===== config.mk =====
export PLATFORM = sky130hd
export DESIGN_NAME = restoring_divider
export DESIGN_NICKNAME = d
export VERILOG_FILES = /design/src/rtl/div_pkg.sv /design/src/rtl/div_step.sv /design/src/rtl/restoring_divider.sv
export SDC_FILE = /design/constraint.sdc
export NUM_CORES = 1
export LEC_CHECK = 0
export ABC_AREA = 1
export BUFFER_PORTS_ARGS = -buffer_cell sky130_fd_sc_hd__buf_2
export CORE_ASPECT_RATIO = 0.6
export CORE_MARGIN = 2
export CORE_UTILIZATION = 52
export CTS_BUF_LIST = sky130_fd_sc_hd__clkbuf_16
export DETAILED_ROUTE_END_ITERATION = 10
export PLACE_DENSITY = 0.77
export SYNTH_ARGS = -nofsm -noshare
export SYNTH_HDL_FRONTEND = slang
export SYNTH_SLANG_ARGS = --single-unit

===== constraint.sdc =====
create_clock -name clk -period 3.6 [get_ports clk]
set_input_delay 0.72 -clock clk [delete_from_list [all_inputs] [get_ports clk]]
set_output_delay 0.72 -clock clk [all_outputs]
set_load 0.02 [all_outputs]

===== src/rtl/div_pkg.sv =====
// Shared definitions for the restoring divider: default widths, FSM states
// and the iteration-counter sizing helper.
package div_pkg;

    localparam int DIVIDEND_W_DEF = 8;
    localparam int DIVISOR_W_DEF  = 4;
    localparam int ITER_COUNT     = DIVIDEND_W_DEF;

    typedef enum logic [1:0] {
        IDLE = 2'd0,
        RUN  = 2'd1,
        DONE = 2'd2
    } state_t;

    // One extra bit so the count can reach the iteration total without aliasing.
    function automatic int cnt_width(input int iters);
        return $clog2(iters) + 1;
    endfunction

endpackage


===== src/rtl/div_step.sv =====
// One restoring-division iteration: shift in the next dividend bit, then
// subtract the divisor when it fits.
module div_step
    import div_pkg::*;
#(
    parameter int DIVISOR_W = DIVISOR_W_DEF
) (
    input  logic [DIVISOR_W:0]   part_rem,
    input  logic                 next_bit,
    input  logic [DIVISOR_W-1:0] divisor,
    output logic [DIVISOR_W:0]   new_rem,
    output logic                 quo_bit
);

    logic [DIVISOR_W+1:0] shifted_s;

    // Shift, compare and conditionally subtract.
    always_comb begin
        shifted_s = {part_rem, next_bit};
        if (shifted_s >= {2'b00, divisor}) begin
            new_rem = (DIVISOR_W+1)'(shifted_s - {2'b00, divisor});
            quo_bit = 1'b1;
        end else begin
            new_rem = (DIVISOR_W+1)'(shifted_s);
            quo_bit = 1'b0;
        end
    end

endmodule


===== src/rtl/restoring_divider.sv =====
// Sequential unsigned restoring divider: one quotient bit per clock, with a
// single-cycle divide-by-zero shortcut and back-to-back start support.
module restoring_divider
    import div_pkg::*;
#(
    parameter int DIVIDEND_W = DIVIDEND_W_DEF,
    parameter int DIVISOR_W  = DIVISOR_W_DEF
) (
    input  logic                  clk,
    input  logic                  rst,
    input  logic                  start,
    input  logic [DIVIDEND_W-1:0] dividend,
    input  logic [DIVISOR_W-1:0]  divisor,
    output logic                  busy,
    output logic                  done,
    output logic [DIVIDEND_W-1:0] quotient,
    output logic [DIVISOR_W-1:0]  remainder,
    output logic                  div_by_zero
);

    localparam int               CNT_W     = cnt_width(DIVIDEND_W);
    localparam logic [CNT_W-1:0] LAST_ITER = CNT_W'(DIVIDEND_W - 1);

    state_t                  state_r;
    state_t                  state_nxt_s;
    logic                    accept_s;
    logic                    zero_div_s;
    logic                    last_iter_s;
    logic                    busy_nxt_s;
    logic                    done_nxt_s;
    logic [DIVIDEND_W-1:0]   work_r;
    logic [DIVISOR_W-1:0]    divisor_r;
    logic [DIVISOR_W:0]      rem_r;
    logic [DIVISOR_W:0]      rem_nxt_s;
    logic                    quo_bit_s;
    logic [CNT_W-1:0]        cnt_r;
    logic                    busy_r;
    logic                    done_r;
    logic [DIVIDEND_W-1:0]   quotient_r;
    logic [DIVISOR_W-1:0]    remainder_r;
    logic                    dbz_r;

    assign accept_s    = start && ((state_r == IDLE) || (state_r == DONE));
    assign zero_div_s  = (divisor == {DIVISOR_W{1'b0}});
    assign last_iter_s = (cnt_r == LAST_ITER);

    div_step #(.DIVISOR_W(DIVISOR_W)) u_step (
        .part_rem (rem_r),
        .next_bit (work_r[DIVIDEND_W-1]),
        .divisor  (divisor_r),
        .new_rem  (rem_nxt_s),
        .quo_bit  (quo_bit_s)
    );

    // State register.
    always_ff @(posedge clk) begin
        if (rst) begin
            state_r <= IDLE;
        end else begin
            state_r <= state_nxt_s;
        end
    end

    // Next-state logic; IDLE and DONE accept a new request identically.
    always_comb begin
        state_nxt_s = state_r;
        case (state_r)
            IDLE, DONE: begin
                if (accept_s) begin
                    state_nxt_s = zero_div_s ? DONE : RUN;
                end else begin
                    state_nxt_s = IDLE;
                end
            end
            RUN: begin
                if (last_iter_s) begin
                    state_nxt_s = DONE;
                end else begin
                    state_nxt_s = RUN;
                end
            end
            default: state_nxt_s = IDLE;
        endcase
    end

    // Status decode from the upcoming state so busy/done can be registered.
    always_comb begin
        busy_nxt_s = (state_nxt_s == RUN);
        done_nxt_s = (state_nxt_s == DONE);
    end

    // Registered status outputs.
    always_ff @(posedge clk) begin
        if (rst) begin
            busy_r <= 1'b0;
            done_r <= 1'b0;
        end else begin
            busy_r <= busy_nxt_s;
            done_r <= done_nxt_s;
        end
    end

    // Datapath: operand capture, iteration, and result latching at completion.
    always_ff @(posedge clk) begin
        if (rst) begin
            cnt_r       <= {CNT_W{1'b0}};
            work_r      <= {DIVIDEND_W{1'b0}};
            divisor_r   <= {DIVISOR_W{1'b0}};
            rem_r       <= {(DIVISOR_W+1){1'b0}};
            quotient_r  <= {DIVIDEND_W{1'b0}};
            remainder_r <= {DIVISOR_W{1'b0}};
            dbz_r       <= 1'b0;
        end else if (accept_s) begin
            cnt_r <= {CNT_W{1'b0}};
            rem_r <= {(DIVISOR_W+1){1'b0}};
            if (zero_div_s) begin
                quotient_r  <= {DIVIDEND_W{1'b1}};
                remainder_r <= dividend[DIVISOR_W-1:0];
                dbz_r       <= 1'b1;
            end else begin
                work_r    <= dividend;
                divisor_r <= divisor;
                dbz_r     <= 1'b0;
            end
        end else if (state_r == RUN) begin
            // Quotient bits shift into the vacated low end of the dividend register.
            work_r <= {work_r[DIVIDEND_W-2:0], quo_bit_s};
            rem_r  <= rem_nxt_s;
            cnt_r  <= cnt_r + CNT_W'(1);
            if (last_iter_s) begin
                quotient_r  <= {work_r[DIVIDEND_W-2:0], quo_bit_s};
                remainder_r <= rem_nxt_s[DIVISOR_W-1:0];
            end
        end
    end

    assign busy        = busy_r;
    assign done        = done_r;
    assign quotient    = quotient_r;
    assign remainder   = remainder_r;
    assign div_by_zero = dbz_r;

endmodule


==> results.yml <==
final_layout:
  layout_common_cells: "dfxtp_1, nor2_1, nand2_1"
  layout.cells.non_filler: 319
  area_growth_pct: 14.8
  fill_cells: 314
  final_common_cell: "dfxtp_1"
  postLayoutCellArea_sq_um: 2210
  nets: 292
  drive_above_1_share: 0.272
  num_antenna_cells: 0
  fin_util: 0.614
critical_path:
  critPathLaunchType: "register"
  crit_path_max_incr_delay_ns: 0.45
  cp-end-kind: "register"
  ff2ff_setup_slack_ns: 1.82
  crit_start: "work_r[7]"
  critPathSlowestCell: "fa_1"
  rr_worst_depth: 10
  worstSetupPathType: "reg -> reg"
  path_max_fanout: 6
  crit_chain: "inv_1, ha_1, inv_1, fa_1, nand3_4, nand3_4, nand2_2, nand2_2, nand2_1, a21oi_2"
  cp_top_family: "adder cells"
  r2r-start: "work_r[7]"
  critPathBufInv: 2
  r2r_end: "remainder[3]"
  arrival_ns: 1.94
  cp.required_ns: 3.76
  endpoint: "remainder[3]"
  path_depth: 10
clocking:
  clk_pin_slew_ns: 0.06
  post_cts_buffers: 0
  cts_resized: 0
  numCtsBuffers: 5
  root_buffer: "clkbuf_16"
  insertion_delay_ns: 0.28
  cts_sinks: 38
  cts.htree.levels: 2
  clockBufferDepth: 2
  hold_buffers: 0
  cts_tree: "done"
flow_run:
  cap_violations: 0
drt:
  postRouteAntennaNets: 0
  viasPerCell: 5.22
  wl_microns: 4400
  num_vias: 1666
  wl_per_cell_microns: 13.8
  dr.pass1.iters: 5
  drtIter0Drc: 112
  drcViolationCount: 0
logic_synthesis:
  ys_seq_area_frac: 0.396
  yosys.area.top_type: "dfxtp_1"
  syn_inst: 242
  synth-edff-count: 0
  synthesis.area_sq_um: 1920
  synth.avg_cell_area_sq_um: 7.94
  yosys_register_bits: 38
  async_flop_share: 0
  ys.flop_type: "dfxtp_1"
  yosysUniqueCellTypes: 35
  synth_top_cell_area_share: 0.396
  netlist_top_cells_area: "dfxtp_1, nor2_1, o21ai_0"
  synth_nets: 263
  ys_warn_count: 0
global_routing:
  grt_max_degree: 19
  grt_use_total: 0.222
  grt_util_met2: 0.305
  grt.met3_usage: 0.0654
  antenna_found_initial: 0
  grt.busiest_layer: "met1"
  grt-ovfl-total: 0
  grt_pass1_wl_microns: 6930
  grt_pass1_vias: 1469
  grt_use_met1: 0.336
die:
  die_x_microns: 82.5
  coreArea_sq_um: 3590
  die_h_microns: 51.1
  io_pins: 30
  start_util: 0.535
  fp-row-count: 17
  die_area_sq_um: 4210
timing:
  tightest_slew_ns: 0.497
  setup_viol: 0
  tns_ns: 0
  fin_crit_ns: 1.78
  rsz0062_at_grt: "false"
  drv_slew: 0
  fin_hold_ws_ns: 0.461
  finalHoldViolCount: 0
  relSlewSlack: 0.668
  fin_skew_ns: 0.00250
  setup_ws_ns: 1.82
  finalCritPeriodShare: 0.494
  max_freq_mhz: 562
placed_design:
  place_hpwl_microns: 3160
  dpl_cell_area_sq_um: 2070
  dp_cells: 311
  numPortBuffers: 29
  gp_congestion: 0.871
  pre_cts_ws_ns: 1.74
min_path:
  hold_path_class: "reg -> reg"
pwr:
  finalPower_mw: 1.14
  ir_worst_vdd_uv: 347
  powerDensity_nw_per_um2: 517
  p_leak_nw: 1.01
status:
  status: "finished, final reports clean"
per-layer routing:
layer,routed length [microns],part of all wire
met2,1760,0.40
met4,38,0.0086
met3,314,0.071
met1,2290,0.52
met5,0,0
state kept, by name, indices dropped and copies added (netlist names):
register / cells
busy: 1
cnt_r: 4
div_by_zero: 1
divisor_r: 4
done: 1
quotient: 8
rem_r: 5
remainder: 4
state_r: 2
work_r: 8
kinds of logic (layout without fill, tap and decap cells):
logic type | count (synthesis) | in the layout | synth area share
adders and majority gates | 6 | 6 | 0.0430
DFF | 38 | 38 | 0.396
xor gates and xnor gates | 1 | 1 | 0.00456
buffers and inverters | 36 | 66 | 0.0918
and+or+nand+nor | 104 | 104 | 0.292
AOI/OAI and AO/OA | 57 | 57 | 0.173
worst min path at each step:
stage / to / start / cells after the start / slack (ns)
finish: quotient[1] / quotient[1] / 2 / 0.46
global route: quotient[5] / quotient[5] / 2 / 0.49
CTS: quotient[1] / quotient[1] / 2 / 0.47
detailed placement: quotient[2] / quotient[2] / 2 / 0.45
global placement: quotient[1] / quotient[1] / 2 / 0.44
floorplan: cnt_r[3] / cnt_r[3] / 2 / 0.44
final cells by class:
| cell class | count | area, sq um | share of cell area |
|---|---|---|---|
| Tap cell | 47 | 58.8 | 0.0266 |
| Sequential cell | 38 | 761 | 0.345 |
| Clock buffer | 5 | 125 | 0.0567 |
| Clock inverter | 3 | 16.3 | 0.00737 |
| Multi-Input combinational cell | 168 | 985 | 0.446 |
| Timing Repair Buffer | 29 | 145 | 0.0658 |
| Inverter | 29 | 116 | 0.0527 |
synthesized netlist by cell type, types with 4 or more instances:
cell type  instances
nor2_1            33
inv_2              4
nand3_1           10
nand2_2            6
nand4_1            4
a21oi_1           17
ha_1               5
nor2_4             7
nand2_4            4
inv_1             22
or2_2              5
nand2_1           30
dfxtp_1           38
o21ai_0           23
power by group:
part	switching, mW	internal [mW]
sequential	0.0163	0.446
combinational	0.171	0.0890
clock	0.166	0.252
worst min-delay path: stages (launching register included):
cell     delay (ns)
dfxtp_1        0.32
nor2_1         0.04
nor2_1         0.07
Note: power is estimated with default switching activity, not from simulation.
